[config.mk]
export PLATFORM = sky130hd
export DESIGN_NAME = estagio_assincrono_alu_flat
export DESIGN_NICKNAME = d
export VERILOG_FILES = /design/src/rtl/estagio_assincrono_alu_if.sv /design/src/rtl/estagio_assincrono_alu.sv /design/src/flat_wrapper.sv
export SDC_FILE = /design/constraint.sdc
export NUM_CORES = 1
export LEC_CHECK = 0
export CORE_MARGIN = 2
export CORE_UTILIZATION = 43
export DETAILED_ROUTE_END_ITERATION = 10
export HOLD_SLACK_MARGIN = 0.12
export PLACE_DENSITY = 0.75
export RECOVER_POWER = 100
export SYNTH_ARGS = -nofsm -noshare
export SYNTH_HDL_FRONTEND = slang
export SYNTH_SLANG_ARGS = --single-unit
export TNS_END_PERCENT = 1
[constraint.sdc]
create_clock -name clk -period 1.7 [get_ports clk]
set_input_delay 0.255 -clock clk [delete_from_list [all_inputs] [get_ports clk]]
set_output_delay 0.255 -clock clk [all_outputs]
set_load 0.02 [all_outputs]
[src/rtl/estagio_assincrono_alu_if.sv]
// rtl/estagio_assincrono_alu_if.sv - dual-rail operand/result bus with four-phase handshake
interface estagio_assincrono_alu_if #(
  parameter int WIDTH = 4
);
  logic [2*WIDTH-1:0] a;
  logic [2*WIDTH-1:0] b;
  logic [1:0]         opr;
  logic               ack_in;
  logic [2*WIDTH-1:0] soma;
  logic [1:0]         of;
  logic [1:0]         neg;
  logic [1:0]         zero;
  logic               ack_out;

  modport master (
    output a, b, opr, ack_in,
    input  soma, of, neg, zero, ack_out
  );

  modport slave (
    input  a, b, opr, ack_in,
    output soma, of, neg, zero, ack_out
  );
endinterface

[src/rtl/estagio_assincrono_alu.sv]
// rtl/estagio_assincrono_alu.sv - clocked emulation of one NULL-convention dual-rail ALU stage
module estagio_assincrono_alu #(
  parameter int WIDTH = 4
) (
  input  logic                    clk,
  input  logic                    rst_n,
  estagio_assincrono_alu_if.slave bus
);
  typedef enum logic {S_NULL = 1'b0, S_DATA = 1'b1} state_t;

  state_t             state_q, state_d;
  logic               data_ok, null_ok;
  logic [WIDTH-1:0]   a_val, b_val, b_eff, r;
  logic               sub, ovf;
  logic [2*WIDTH-1:0] soma_enc;
  logic [2*WIDTH-1:0] soma_q;
  logic [1:0]         of_q, neg_q, zero_q;

  // Completeness detection and dual-rail to binary decode
  always_comb begin
    data_ok = (bus.opr == 2'b01) || (bus.opr == 2'b10);
    a_val   = '0;
    b_val   = '0;
    for (int i = 0; i < WIDTH; i++) begin
      if ((bus.a[2*i +: 2] != 2'b01) && (bus.a[2*i +: 2] != 2'b10)) data_ok = 1'b0;
      if ((bus.b[2*i +: 2] != 2'b01) && (bus.b[2*i +: 2] != 2'b10)) data_ok = 1'b0;
      a_val[i] = bus.a[2*i+1];
      b_val[i] = bus.b[2*i+1];
    end
    null_ok = (bus.a == '0) && (bus.b == '0) && (bus.opr == 2'b00);
  end

  // Subtraction reuses the adder as A + ~B + 1; overflow compares signs of the effective operands
  always_comb begin
    sub   = bus.opr[1];
    b_eff = sub ? ~b_val : b_val;
    r     = a_val + b_eff + {{(WIDTH-1){1'b0}}, sub};
    ovf   = (a_val[WIDTH-1] == b_eff[WIDTH-1]) && (r[WIDTH-1] != a_val[WIDTH-1]);
    for (int i = 0; i < WIDTH; i++) begin
      soma_enc[2*i +: 2] = r[i] ? 2'b10 : 2'b01;
    end
  end

  always_comb begin
    state_d = state_q;
    case (state_q)
      S_NULL:  if (!bus.ack_in && data_ok) state_d = S_DATA;
      S_DATA:  if (bus.ack_in && null_ok)  state_d = S_NULL;
      default: state_d = S_NULL;
    endcase
  end

  // Result registers move only on a state change, so a held wavefront never recomputes
  always_ff @(posedge clk or negedge rst_n) begin
    if (!rst_n) begin
      state_q <= S_NULL;
      soma_q  <= '0;
      of_q    <= 2'b00;
      neg_q   <= 2'b00;
      zero_q  <= 2'b00;
    end else begin
      state_q <= state_d;
      if (state_q == S_NULL && state_d == S_DATA) begin
        soma_q <= soma_enc;
        of_q   <= ovf ? 2'b10 : 2'b01;
        neg_q  <= r[WIDTH-1] ? 2'b10 : 2'b01;
        zero_q <= (r == '0) ? 2'b10 : 2'b01;
      end else if (state_q == S_DATA && state_d == S_NULL) begin
        soma_q <= '0;
        of_q   <= 2'b00;
        neg_q  <= 2'b00;
        zero_q <= 2'b00;
      end
    end
  end

  always_comb begin
    bus.ack_out = (state_q == S_DATA);
    bus.soma    = soma_q;
    bus.of      = of_q;
    bus.neg     = neg_q;
    bus.zero    = zero_q;
  end
endmodule

[src/flat_wrapper.sv]
// flat-port wrapper written by rule: the top's interface ports become plain ports
module estagio_assincrono_alu_flat 
#(
  parameter int WIDTH = 4
)
  (clk, rst_n, bus_a, bus_b, bus_opr, bus_ack_in, bus_soma, bus_of, bus_neg, bus_zero, bus_ack_out);
  estagio_assincrono_alu_if #(.WIDTH(WIDTH)) bus_i ();
  input  logic clk;
  input  logic rst_n;
  input wire logic [$bits(bus_i.a)-1:0] bus_a;
  input wire logic [$bits(bus_i.b)-1:0] bus_b;
  input wire logic [$bits(bus_i.opr)-1:0] bus_opr;
  input wire logic [$bits(bus_i.ack_in)-1:0] bus_ack_in;
  output wire logic [$bits(bus_i.soma)-1:0] bus_soma;
  output wire logic [$bits(bus_i.of)-1:0] bus_of;
  output wire logic [$bits(bus_i.neg)-1:0] bus_neg;
  output wire logic [$bits(bus_i.zero)-1:0] bus_zero;
  output wire logic [$bits(bus_i.ack_out)-1:0] bus_ack_out;
  assign bus_i.a = bus_a;
  assign bus_i.b = bus_b;
  assign bus_i.opr = bus_opr;
  assign bus_i.ack_in = bus_ack_in;
  assign bus_soma = bus_i.soma;
  assign bus_of = bus_i.of;
  assign bus_neg = bus_i.neg;
  assign bus_zero = bus_i.zero;
  assign bus_ack_out = bus_i.ack_out;
  estagio_assincrono_alu #(.WIDTH(WIDTH)) u_core (.clk(clk), .rst_n(rst_n), .bus(bus_i));
endmodule
==> flow_summary.json <==
{
  "hold_viol": 0,
  "cap_violations": 0,
  "ys_seq_elements": 13,
  "grt.total_usage_pct": 21.5,
  "core_area_um2": 2000,
  "setup_viol": 0,
  "irDropWorstVdd_mv": 0.417,
  "remaining_drc_errors": 0,
  "drt_iter0_markers": 4,
  "critPathLaunchType": "input pin",
  "dr_wl_met2_um": 1190,
  "dieArea_um2": 2580,
  "clk_latency_ps": 270,
  "drt-total-wl_um": 2350,
  "fmax_ghz": 0.605,
  "vias": 852,
  "ant_nets": 0,
  "period_needed_ps": 1650,
  "fin_util_pct": 75.6,
  "layoutNonFillerInstCount": 172,
  "p_leak_nw": 0.784,
  "slowest_stage": "or4_4",
  "clock_sinks": 13,
  "finalCritPeriodShare_pct": 97.2,
  "viasPerCell": 4.95,
  "port_buffers": 35,
  "cp_top_family": "simple AND/OR/NAND/NOR gates",
  "grt_pass1_wl_um": 4130,
  "highest-signal-layer": "met4",
  "dr.pass1.iters": 3,
  "die-width_um": 50.7,
  "cp.required_ps": 1870,
  "crit_chain": "dlygate4sd2_1, inv_1, ha_2, nand4_1, or4_4, and3_4, a31o_1",
  "fillers": 148,
  "relSlewSlack_pct": 61.5,
  "io_pins": 36,
  "synth-edff-count": 0,
  "synth_area_leaders": "dfrtp_1 (35%), ha_1 (15%), inv_1 (7.2%)",
  "gp_congestion": 0.800,
  "clkTransAtPathRegs_ps": 80,
  "cts-buffers-inserted": 3,
  "slew_violations": 0,
  "htree_num_levels": 1,
  "die_h_um": 50.7,
  "grt_start_max_net_pins": 14,
  "rsz0062_at_grt": "true",
  "synth_most_common_cell": "inv_1",
  "arrival_ps": 1820,
  "synth_ff_type": "dfrtp_1",
  "start_util_pct": 46.9,
  "grt_overflow_total": 0,
  "path_max_fanout": 4,
  "root_buffer": "clkbuf_4",
  "cp_num_buf_inv": 2,
  "synth-seq-area-share_pct": 34.6,
  "grt_pass1_vias": 949,
  "synth_commonest_cells": "inv_1 (18), dfrtp_1 (13), ha_1 (11)",
  "skew_ps": 0.757,
  "synthArstFlopShare_pct": 100,
  "synth_top_area_cell": "dfrtp_1",
  "synth_cell_type_count": 34,
  "wl_per_cell_um": 13.7,
  "critPathMaxStageDelay_ps": 580,
  "cts.path.max_buffers": 2,
  "finalSetupTns_ps": 0,
  "power_w": 0.000745,
  "cts_tree": "built",
  "nNetsFinal": 179,
  "ys_warn_count": 0,
  "diodes": 0,
  "drive_gt1_share_pct": 31.0,
  "postCtsSetupRepairBufs": 0,
  "synth.avg_cell_area_um2": 10.0,
  "crit_path_end_kind": "flip-flop",
  "outcome": "completed",
  "critPathKind": "in -> reg",
  "syn-num-nets": 127,
  "max_slew.worst_pin.slew_ps": 576,
  "wl_met3_um": 115,
  "antenna_found_initial": 0,
  "syn_area_um2": 940,
  "syn_inst": 94,
  "synth_top_area_share_pct": 34.6,
  "wl_met1_um": 1020,
  "area_growth_pct": 61.0,
  "rows": 16,
  "dp.cells": 168,
  "dp_hpwl_um": 1770,
  "hold_path_class": "in -> async",
  "p_per_area_nw_per_um2": 492
}
-- metal layers --
metal | GRT usage, % | vias to the layer above
li1 | - | 419
met3 | 7.44 | 4
met4 | 5.86 | 0
met1 | 25.0 | 408
met2 | 37.5 | 21
met5 | 0 | -
-- final timing paths --
| path | startpoint | to | slack [ps] | depth (start not counted) |
|---|---|---|---|---|
| max | bus_b[1] | u_core.bus.zero[1]$_DFFE_PN0P_ | 50 | 7 |
| min | rst_n | u_core.bus.ack_out$_DFF_PN0_ | 410 | 1 |
| max reg2reg | u_core.bus.ack_out$_DFF_PN0_ | u_core.bus.zero[1]$_DFFE_PN0P_ | 180 | 4 |
| min reg2reg | u_core.bus.soma[5]$_DFFE_PN0P_ | u_core.bus.soma[5]$_DFFE_PN0P_ | 490 | 2 |
| max in group asynchronous | rst_n | u_core.bus.soma[7]$_DFFE_PN0P_ | 910 | 1 |
| min in group clk | u_core.bus.soma[5]$_DFFE_PN0P_ | u_core.bus.soma[5]$_DFFE_PN0P_ | 490 | 2 |
-- cell type report --
type	count	area, um^2	area share [%]
Clock buffer	4	26.3	1.74
Timing Repair Buffer	51	463	30.6
Inverter	19	71.3	4.71
Tap cell	27	33.8	2.23
Multi-Input combinational cell	58	593	39.2
Sequential cell	13	325	21.5
-- kinds of logic (layout without fill, tap and decap cells) --
logic type	count (synthesis)	after routing	share of synthesized area, %
multiplexers	2	2	2.26
adder cells (fa/ha/maj)	12	12	16.8
AND/OR/NAND/NOR	22	22	15.3
XOR/XNOR	7	7	7.32
AO/OA/AOI/OAI	15	15	12.9
flip-flops	13	13	34.6
buffers and inverters	23	74	10.8
-- registers in the layout, summed over array words and instances (netlist names) --
register	count
u_core.bus.ack_out	1
u_core.bus.soma	7
u_core.bus.of	2
u_core.bus.neg	1
u_core.bus.zero	2
-- power by group --
group / internal (W) / switching [W]
logic: 0.000129 / 0.000118
clock network: 0.0000909 / 0.0000977
registers: 0.000309 / 0.000000187
total: 0.000529 / 0.000216
-- repair_timing --
action | CTS | global route
hold buffers | 0 | 0
resized for setup | 31 | 10
setup endpoints to repair | 13 | 12
pin swaps | 17 | 7
-- stage by stage --
step	setup slack, ps	cell area [um^2]	hold WS (ps)
3_5_place_dp	-545	1410	473
4_1_cts	7.83	1490	368
6_report	47.0	1510	414
5_1_grt	-2.11	1510	446
2_1_floorplan	61.9	940	-40.6
3_3_place_gp	-486	1410	476
-- worst register-to-register path, cell delays in order, from the launching register on --
cell and delay (ps):
dfrtp_1 420, nand4b_1 230, or3_4 420, and3_4 160, a31o_1 180
-- layout by cell type (no fill, tap or decap), drive strengths merged --
cell           count
dlygate4sd3        1
o21ai              3
mux2i              1
nor3               3
a21oi              1
ha                11
or4                1
xnor2              2
a22o               3
xor2               5
nand3b             1
and3               1
inv               19
fa                 1
nand4b             1
clkbuf             4
dlygate4sd2       14
or2b               1
mux2               1
nand2              6
or3                1
buf               17
dlymetal6s2s       3
nand3              4
dfrtp             13
clkdlybuf4s50     16
a21o               1
nand4              3
a31o               2
o31a               1
a31oi              1
o2bb2ai            3
No activity file was read; power rests on OpenSTA's default activity.
